### src/rtl/spi_target_if.sv
// SPI pin bundle between a controller and the spi_target register block.
// The controller drives clock, select and data in; the target drives data out.
interface spi_target_if;

   logic i_sck;
   logic i_cs_n;
   logic i_sdi;
   logic o_sdo;
   logic o_sdo_en;

   modport master (
      output i_sck,
      output i_cs_n,
      output i_sdi,
      input  o_sdo,
      input  o_sdo_en
   );

   modport slave (
      input  i_sck,
      input  i_cs_n,
      input  i_sdi,
      output o_sdo,
      output o_sdo_en
   );

endinterface

### src/rtl/spi_target.sv
// SPI mode-0 target exposing three 8-bit registers plus a status byte.
// All SPI pins are oversampled in the i_clk domain; edges come from synced samples.
module spi_target #(
   parameter int SYNC_STAGES = 2
) (
   input  logic        i_clk,
   input  logic        i_reset,
   spi_target_if.slave spi,
   input  logic [7:0]  i_status,
   output logic [23:0] o_regs,
   output logic        o_wr_strobe,
   output logic [1:0]  o_wr_addr,
   output logic        o_busy
);

   // A chain shorter than two flops is not a synchronizer; clamp it.
   localparam int SN = (SYNC_STAGES < 2) ? 2 : SYNC_STAGES;

   typedef enum logic [1:0] {
      IDLE,
      CMD,
      DATA,
      SKIP
   } state_t;

   state_t state;
   state_t state_nx;

   logic [SN-1:0] sck_sync;
   logic [SN-1:0] cs_sync;
   logic [SN-1:0] sdi_sync;

   logic sck_d;
   logic cs_d;
   logic sck_rise;
   logic sck_fall;
   logic cs_rise;
   logic cs_fall;
   logic sdi_b;

   logic [2:0] bit_cnt;
   logic [6:0] rx_sr;
   logic [7:0] tx_sr;
   logic       load_pend;
   logic       wr_mode;
   logic [1:0] ptr;

   logic [7:0] reg0;
   logic [7:0] reg1;
   logic [7:0] reg2;

   logic [7:0] byte_in;
   logic       byte_done;
   logic       cmd_ok;
   logic [7:0] rd_byte;

   // Synchronize the pins and register one-cycle edge pulses aligned with sdi.
   // The select chain resets to "asserted" so that a reset taken while the
   // controller holds CS low never looks like a fresh CS falling edge.
   always_ff @(posedge i_clk or posedge i_reset) begin
      if (i_reset) begin
         sck_sync <= '0;
         cs_sync  <= '0;
         sdi_sync <= '0;
         sck_d    <= 1'b0;
         cs_d     <= 1'b0;
         sck_rise <= 1'b0;
         sck_fall <= 1'b0;
         cs_rise  <= 1'b0;
         cs_fall  <= 1'b0;
         sdi_b    <= 1'b0;
      end else begin
         sck_sync <= {sck_sync[SN-2:0], spi.i_sck};
         cs_sync  <= {cs_sync[SN-2:0], spi.i_cs_n};
         sdi_sync <= {sdi_sync[SN-2:0], spi.i_sdi};
         sck_d    <= sck_sync[SN-1];
         cs_d     <= cs_sync[SN-1];
         sck_rise <= sck_sync[SN-1] & ~sck_d;
         sck_fall <= ~sck_sync[SN-1] & sck_d;
         cs_rise  <= cs_sync[SN-1] & ~cs_d;
         cs_fall  <= ~cs_sync[SN-1] & cs_d;
         sdi_b    <= sdi_sync[SN-1];
      end
   end

   assign byte_in   = {rx_sr, sdi_b};
   assign byte_done = sck_rise && (bit_cnt == 3'd7);
   assign cmd_ok    = (byte_in[6:2] == 5'd0);

   // Read mux: address 3 returns the live status input at load time.
   always_comb begin
      rd_byte = i_status;
      unique case (ptr)
         2'd0: rd_byte = reg0;
         2'd1: rd_byte = reg1;
         2'd2: rd_byte = reg2;
         2'd3: rd_byte = i_status;
      endcase
   end

   // State register.
   always_ff @(posedge i_clk or posedge i_reset) begin
      if (i_reset) begin
         state <= IDLE;
      end else begin
         state <= state_nx;
      end
   end

   // Next-state logic; a CS rise wins last so it aborts from any state.
   always_comb begin
      state_nx = state;
      unique case (state)
         IDLE: begin
            if (cs_fall) begin
               state_nx = CMD;
            end
         end
         CMD: begin
            if (byte_done) begin
               state_nx = cmd_ok ? DATA : SKIP;
            end
         end
         DATA: begin
            state_nx = DATA;
         end
         SKIP: begin
            state_nx = SKIP;
         end
      endcase
      if ((state != IDLE) && cs_rise) begin
         state_nx = IDLE;
      end
   end

   // Shift registers, pointer and register file; byte work precedes abort.
   always_ff @(posedge i_clk or posedge i_reset) begin
      if (i_reset) begin
         bit_cnt     <= 3'd0;
         rx_sr       <= 7'd0;
         tx_sr       <= 8'd0;
         load_pend   <= 1'b0;
         wr_mode     <= 1'b0;
         ptr         <= 2'd0;
         reg0        <= 8'd0;
         reg1        <= 8'd0;
         reg2        <= 8'd0;
         o_wr_strobe <= 1'b0;
         o_wr_addr   <= 2'd0;
      end else begin
         o_wr_strobe <= 1'b0;
         if (state == IDLE) begin
            if (cs_fall) begin
               bit_cnt   <= 3'd0;
               rx_sr     <= 7'd0;
               tx_sr     <= 8'd0;
               load_pend <= 1'b0;
            end
         end else begin
            if (sck_rise && (state != SKIP)) begin
               rx_sr   <= byte_in[6:0];
               bit_cnt <= bit_cnt + 3'd1;
               if (bit_cnt == 3'd7) begin
                  if (state == CMD) begin
                     if (cmd_ok) begin
                        wr_mode   <= byte_in[7];
                        ptr       <= byte_in[1:0];
                        load_pend <= ~byte_in[7];
                     end
                  end else begin
                     if (wr_mode && (ptr != 2'd3)) begin
                        unique case (ptr)
                           2'd0: reg0 <= byte_in;
                           2'd1: reg1 <= byte_in;
                           2'd2: reg2 <= byte_in;
                           2'd3: reg2 <= reg2;
                        endcase
                        o_wr_strobe <= 1'b1;
                        o_wr_addr   <= ptr;
                     end
                     ptr       <= ptr + 2'd1;
                     load_pend <= ~wr_mode;
                  end
               end
            end
            if (sck_fall && (state != SKIP)) begin
               if (load_pend) begin
                  tx_sr     <= rd_byte;
                  load_pend <= 1'b0;
               end else begin
                  tx_sr <= {tx_sr[6:0], 1'b0};
               end
            end
            if (cs_rise) begin
               bit_cnt   <= 3'd0;
               load_pend <= 1'b0;
               tx_sr     <= 8'd0;
            end
         end
      end
   end

   assign spi.o_sdo    = tx_sr[7];
   assign spi.o_sdo_en = (state != IDLE);
   assign o_busy       = (state != IDLE);
   assign o_regs       = {reg2, reg1, reg0};

endmodule

### src/flat_wrapper.sv
// flat-port wrapper written by rule: the top's interface ports become plain ports
module spi_target_flat 
#(
   parameter int SYNC_STAGES = 2
)
  (i_clk, i_reset, i_status, o_regs, o_wr_strobe, o_wr_addr, o_busy, spi_i_sck, spi_i_cs_n, spi_i_sdi, spi_o_sdo, spi_o_sdo_en);
  spi_target_if spi_i ();
  input  logic i_clk;
  input  logic i_reset;
  input  logic [7:0] i_status;
  output logic [23:0] o_regs;
  output logic o_wr_strobe;
  output logic [1:0] o_wr_addr;
  output logic o_busy;
  input wire logic [$bits(spi_i.i_sck)-1:0] spi_i_sck;
  input wire logic [$bits(spi_i.i_cs_n)-1:0] spi_i_cs_n;
  input wire logic [$bits(spi_i.i_sdi)-1:0] spi_i_sdi;
  output wire logic [$bits(spi_i.o_sdo)-1:0] spi_o_sdo;
  output wire logic [$bits(spi_i.o_sdo_en)-1:0] spi_o_sdo_en;
  assign spi_i.i_sck = spi_i_sck;
  assign spi_i.i_cs_n = spi_i_cs_n;
  assign spi_i.i_sdi = spi_i_sdi;
  assign spi_o_sdo = spi_i.o_sdo;
  assign spi_o_sdo_en = spi_i.o_sdo_en;
  spi_target #(.SYNC_STAGES(SYNC_STAGES)) u_core (.i_clk(i_clk), .i_reset(i_reset), .spi(spi_i), .i_status(i_status), .o_regs(o_regs), .o_wr_strobe(o_wr_strobe), .o_wr_addr(o_wr_addr), .o_busy(o_busy));
endmodule
### config.mk
export PLATFORM = sky130hd
export DESIGN_NAME = spi_target_flat
export DESIGN_NICKNAME = d
export VERILOG_FILES = /design/src/rtl/spi_target_if.sv /design/src/rtl/spi_target.sv /design/src/flat_wrapper.sv
export SDC_FILE = /design/constraint.sdc
export NUM_CORES = 1
export LEC_CHECK = 0
export ABC_AREA = 1
export BUFFER_PORTS_ARGS = -buffer_cell sky130_fd_sc_hd__buf_2
export CAP_MARGIN = 20
export CORE_MARGIN = 3
export CORE_UTILIZATION = 51
export DETAILED_ROUTE_END_ITERATION = 16
export GPL_TIMING_DRIVEN = 0
export HOLD_SLACK_MARGIN = 0.12
export PLACE_DENSITY = 0.72
export SKIP_CTS_REPAIR_TIMING = 1
export SYNTH_ARGS = -nofsm -noshare
export SYNTH_HDL_FRONTEND = slang
export SYNTH_SLANG_ARGS = --single-unit
### constraint.sdc
create_clock -name i_clk -period 2.2 [get_ports i_clk]
set_clock_uncertainty 0.2 [all_clocks]
set_input_delay 0.11 -clock i_clk [delete_from_list [all_inputs] [get_ports i_clk]]
set_output_delay 0.11 -clock i_clk [all_outputs]
set_load 0.005 [all_outputs]
==> impl_metrics.py, run 1 <==
metrics = {
    "status": {
        "status": "finished clean",
    },
    "placement": {
        "port_buffers": 42,
        "dp_cells": 456,
        "hpwl_um": 4930,
        "preCtsSetupSlack_ps": 100,
        "place.gp.congestion": 0.815,
    },
    "critical_path": {
        "path_max_fanout": 9,
        "crit_arrival_ps": 2120,
        "critPathLaunchType": "flip-flop",
        "r2r-end": "u_core.reg2[0]",
        "endpoint": "u_core.reg2[0]",
        "cp.required_ps": 2270,
        "rrSetupSlack_ps": 150,
        "path_cells": "inv_1, ha_1, clkinvlp_4, buf_4, nor2_8, nand2_1, o21ai_1",
        "reg2reg_depth": 7,
        "end_kind": "flip-flop",
        "max_stage_delay_ps": 470,
        "slowest_stage": "ha_1",
        "cp-startpoint": "u_core.ptr[0]",
        "crit_type": "flip-flop to flip-flop",
        "reg2reg_from": "u_core.ptr[0]",
    },
    "sta": {
        "rsz0062_at_grt": "no",
        "setup_viol": 0,
        "max-slew-margin-rel": 0.553,
        "max_freq_mhz": 488,
        "drv_slew": 0,
        "finalCritPeriodShare": 0.932,
        "period_minus_slack_ps": 2050,
        "setup_tns_ps": 0,
        "worstMarginPinSlew_ps": 670,
        "final.setup.worst_slack_ps": 150,
        "hold_viol": 0,
    },
    "global_route": {
        "grtUsageTotal": 0.224,
        "antenna_found_initial": 0,
        "grt_pass1_wl_um": 11100,
        "grt_start_max_net_pins": 35,
        "grt_pass1_vias": 2344,
        "grt_overflow": 0,
    },
    "die": {
        "die_area_mm2": 0.00672,
        "start_util": 0.531,
        "die_x_um": 82.0,
        "core_area_mm2": 0.00554,
        "row_count": 27,
        "ioPinCount": 43,
        "chipHeight_um": 82.0,
    },
    "layout": {
        "diodes": 0,
        "drive_above_1_share": 0.195,
        "finalNonFillerCells": 482,
        "synthToLayoutAreaGrowth_pct": 21.3,
        "fin_nets": 425,
    },
    "drt": {
        "routed_wl_um": 6990,
        "drc": 0,
        "num_vias": 2473,
        "via_per_inst": 5.13,
        "drtAntennaViolNets": 0,
        "drt-pass1-iter-count": 5,
        "drt-initial-drc-count": 144,
        "wl_per_cell_um": 14.5,
    },
    "min_path": {
        "min_from": "i_status[4]",
        "hp-class": "input pin to flip-flop",
    },
    "cts": {
        "htree_levels": 3,
        "clk_path_buf_depth": 2,
        "clkSinkCount": 64,
        "cts_buffers": 9,
        "clkTransAtPathRegs_ps": 70,
        "clk_latency_ps": 340,
        "clockRootBuffer": "clkbuf_8",
        "cts_tree": "done",
    },
    "power_and_ir_drop": {
        "power_mw": 3.06,
        "leakage_nw": 1.98,
        "ir_worst_vdd_v": 0.000667,
        "p_per_area_mw_per_mm2": 857,
    },
    "synth": {
        "synth.avg_cell_area_um2": 8.63,
        "ys_seq_elements": 64,
        "netlist_instances": 341,
        "yosysWarnings": 0,
        "synth_fp_nets": 361,
        "yosysSeqAreaShare": 0.544,
        "synth_area_mm2": 0.00294,
        "synth.distinct_cells": 24,
    },
    "run": {
        "max_cap_violations": 0,
    },
}
[cells by family (layout without fill, tap and decap cells)]
logic type,Yosys count,in the layout,synth area share
AND/OR/NAND/NOR,151,151,0.229
AO/OA/AOI/OAI,68,68,0.126
flip-flops,64,64,0.544
buffers and inverters,51,120,0.0714
adder cells (fa/ha/maj),7,7,0.0297
[worst min-delay path by stage]
stage	depth (start not counted)	endpoint
global placement	1	u_core.cs_sync[0]
floorplan	0	u_core.cs_sync[0]
finish	5	u_core.tx_sr[4]
detailed placement	1	u_core.sck_sync[0]
CTS	1	u_core.cs_sync[0]
global route	5	u_core.tx_sr[4]
[power by group]
| group | internal, mW | switching [mW] | total [mW] |
|---|---|---|---|
| Sequential | 1.28 | 0.134 | 1.41 |
| Clock | 0.582 | 0.439 | 1.02 |
| Combinational | 0.214 | 0.414 | 0.628 |
[cell usage in the layout (no fill, tap or decap), drive strengths merged]
cell type	count
clkinv	3
o211ai	1
ha	7
clkbuf	15
dfrtp	64
nand3	20
o32ai	1
inv	39
o21ai	42
buf	53
bufinv	1
clkinvlp	1
a21oi	13
nor2	22
dlygate4sd3	8
nand2	109
o22ai	11
[Yosys cell counts (all sizes together)]
master,number,area share
o21ai,42,0.073
inv,40,0.051
dfrtp,64,0.54
o211ai,1,0.0026
a21oi,13,0.025
buf,6,0.014
clkinv,1,0.0013
clkbuf,4,0.0051
nand2,109,0.14
o32ai,1,0.0030
ha,7,0.030
o22ai,11,0.023
nor2,22,0.047
nand3,20,0.040
[area by class of cell]
class	instances	area (um2)
multi-input cells	226	1130
clock buffers	13	159
inverters	41	158
plain buffers	8	50.0
fillers	483	1970
well taps	72	90.1
clock inverters	3	40.0
flip-flops and latches	64	1600
repair buffers	55	340
[stage by stage]
step / hold WS [ps] / utilization / cell area, um2
2_1_floorplan: -58.6 / - / 2940
3_3_place_gp: 18.9 / 0.586 / 3240
3_5_place_dp: 19.4 / 0.589 / 3260
4_1_cts: -340 / 0.625 / 3460
5_1_grt: 127 / 0.645 / 3570
6_report: 73.0 / 0.645 / 3570
[layer usage]
layer / share of wire / vias up / track usage
li1: - / 1220 / -
met1: 0.42 / 1152 / 0.282
met2: 0.50 / 88 / 0.381
met3: 0.063 / 13 / 0.0351
met4: 0.019 / 0 / 0.0947
met5: 0 / - / 0
[flip-flops by register name, summed over array words and instances (netlist names)]
name	cells
u_core.reg0	8
u_core.reg1	8
u_core.reg2	8
u_core.tx_sr	8
u_core.rx_sr	7
u_core.bit_cnt	3
u_core.cs_sync	2
u_core.o_wr_addr	2
u_core.ptr	2
u_core.sck_sync	2
u_core.sdi_sync	2
u_core.state	2
u_core.cs_d	1
u_core.cs_fall	1
u_core.cs_rise	1
u_core.load_pend	1
u_core.o_wr_strobe	1
u_core.sck_d	1
u_core.sck_fall	1
u_core.sck_rise	1
u_core.sdi_b	1
u_core.wr_mode	1
[critical path: cells and delay by family (launching register included)]
| kind | cells | cell delay [ps] |
|---|---|---|
| flops | 1 | 410 |
| simple gates | 2 | 240 |
| compound gates | 1 | 70 |
| buf+inv | 3 | 590 |
| fa+ha+maj | 1 | 470 |
(Power assumes the default switching activity.)
==> run 2, diff against run 1 <==
- CORE_UTILIZATION: 51 -> 45
- CTS_CLUSTER_SIZE: not set -> 24
- HOLD_SLACK_MARGIN: 0.12 -> not set
- PLACE_DENSITY: 0.72 -> 0.65
==> impl_metrics.py, run 2 (synthesized netlist as in run 1, its figures left out) <==
metrics = {
    "critical_path": {
        "path_max_fanout": 10,
        "cp.required_ps": 2220,
        "critPathLaunchType": "flip-flop",
        "crit_arrival_ps": 2030,
        "end_kind": "flip-flop",
        "crit_type": "flip-flop to flip-flop",
        "slowest_stage": "dfrtp_1",
        "max_stage_delay_ps": 390,
        "path_cells": "ha_1, ha_1, nand2_1, a21oi_2, nand3_2, clkbuf_1, o21ai_0, nand2_1",
    },
    "die": {
        "chipHeight_um": 86.9,
        "row_count": 28,
        "start_util": 0.480,
        "ioPinCount": 43,
        "core_area_mm2": 0.00613,
        "die_area_mm2": 0.00755,
        "die_x_um": 86.9,
    },
    "placement": {
        "port_buffers": 42,
        "preCtsSetupSlack_ps": 19.0,
        "place.gp.congestion": 0.797,
        "hpwl_um": 4830,
    },
    "global_route": {
        "grt_overflow": 0,
        "grt_pass1_wl_um": 11400,
        "grtUsageTotal": 0.201,
        "grt_start_max_net_pins": 37,
        "antenna_found_initial": 0,
        "grt_pass1_vias": 2334,
    },
    "cts": {
        "clockRootBuffer": "clkbuf_8",
        "clk_latency_ps": 350,
        "clk_path_buf_depth": 2,
        "cts_buffers": 9,
        "htree_levels": 3,
        "clkSinkCount": 64,
        "clkTransAtPathRegs_ps": 70,
        "cts_tree": "done",
    },
    "sta": {
        "drv_slew": 0,
        "hold_viol": 0,
        "setup_tns_ps": 0,
        "max_freq_mhz": 499,
        "worstMarginPinSlew_ps": 635,
        "setup_viol": 0,
        "final.setup.worst_slack_ps": 195,
        "rsz0062_at_grt": "no",
        "period_minus_slack_ps": 2000,
        "finalCritPeriodShare": 0.911,
        "max-slew-margin-rel": 0.576,
    },
    "drt": {
        "num_vias": 2424,
        "via_per_inst": 5.10,
        "wl_per_cell_um": 13.9,
        "drtAntennaViolNets": 0,
        "routed_wl_um": 6590,
        "drt-pass1-iter-count": 4,
        "drc": 0,
        "drt-initial-drc-count": 129,
    },
    "layout": {
        "synthToLayoutAreaGrowth_pct": 19.5,
        "most-common-layout-cells": "108 x nand2_1, 64 x dfrtp_1, 45 x buf_2, 39 x inv_1, 39 x o21ai_0",
        "drive_above_1_share": 0.188,
        "fill_cells": 550,
        "fin_nets": 416,
        "final_common_cell": "nand2_1",
        "diodes": 0,
    },
    "power_and_ir_drop": {
        "power_mw": 3.14,
        "leakage_nw": 1.95,
        "ir_worst_vdd_v": 0.000533,
        "p_per_area_mw_per_mm2": 892,
    },
    "run": {
        "max_cap_violations": 0,
    },
    "status": {
        "status": "finished clean",
    },
    "min_path": {
        "hp-class": "input pin to flip-flop",
    },
}
## run 2: cell types whose count changed in the layout (fill, tap and decap cells not counted)
cell           change
clkbuf_1           -1
clkinvlp_4         -1
clkbuf_2           -1
dlygate4sd3_1      -4
ha_1               -1
inv_1              +1
buf_4              -4
clkinv_2           -1
bufinv_16          +1
ha_2               +1
## run 2: metrics by stage
stage | cells | hold slack [ps] | cell area (um2) | utilization
2_1_floorplan | 341 | -58.6 | 2940 | -
3_3_place_gp | 458 | 19.4 | 3250 | 0.530
3_5_place_dp | 459 | 19.3 | 3270 | 0.533
4_1_cts | 474 | -358 | 3490 | 0.569
5_1_grt | 475 | 30.6 | 3520 | 0.574
6_report | 475 | 3.73 | 3520 | 0.574
## run 2: layer usage
layer	vias to the layer above	part of all wire	GRT usage
met5	-	0	0
met4	0	0.020	0.0722
met3	9	0.059	0.0653
met2	61	0.47	0.312
met1	1152	0.45	0.263
li1	1202	-	-
## run 2: cell type report
class                      count  area (um2)  area share
inverter                      41         154      0.0437
sequential                    64        1600       0.455
timing repair buffer          47         270      0.0768
buffer                         7        45.0      0.0128
clock inverter                 3        65.1      0.0185
tap                           75        93.8      0.0267
clock buffer                  12         155      0.0441
multi-input combinational    226        1130       0.322
## run 2: worst paths after layout
| kind | start | endpoint | slack, ps | cells past startpoint |
|---|---|---|---|---|
| worst min-delay path | i_status[0] | u_core.tx_sr[0] | 4 | 5 |
| min in group asynchronous | i_reset | u_core.o_wr_addr[0] | 190 | 3 |
| max in group asynchronous | i_reset | u_core.tx_sr[7] | 1000 | 4 |
| worst max-delay path | u_core.bit_cnt[0] | u_core.reg2[3] | 200 | 8 |
| worst max register to register | u_core.bit_cnt[0] | u_core.reg2[3] | 200 | 8 |
| worst min register to register | u_core.cs_sync[0] | u_core.cs_sync[1] | 150 | 0 |
## run 2: where the power goes
part	leakage, nW	total, mW	internal (mW)	switching, mW
Combinational	0.979	0.604	0.207	0.397
Clock	0.112	1.12	0.692	0.429
Sequential	0.860	1.41	1.28	0.136
Total	1.95	3.14	2.18	0.962
## run 2: critical path: cells and delay by family (launching register included)
kind | cells | cell delay [ps]
compound gates | 2 | 420
fa+ha+maj | 2 | 330
buf+inv | 1 | 230
flops | 1 | 390
simple gates | 3 | 320
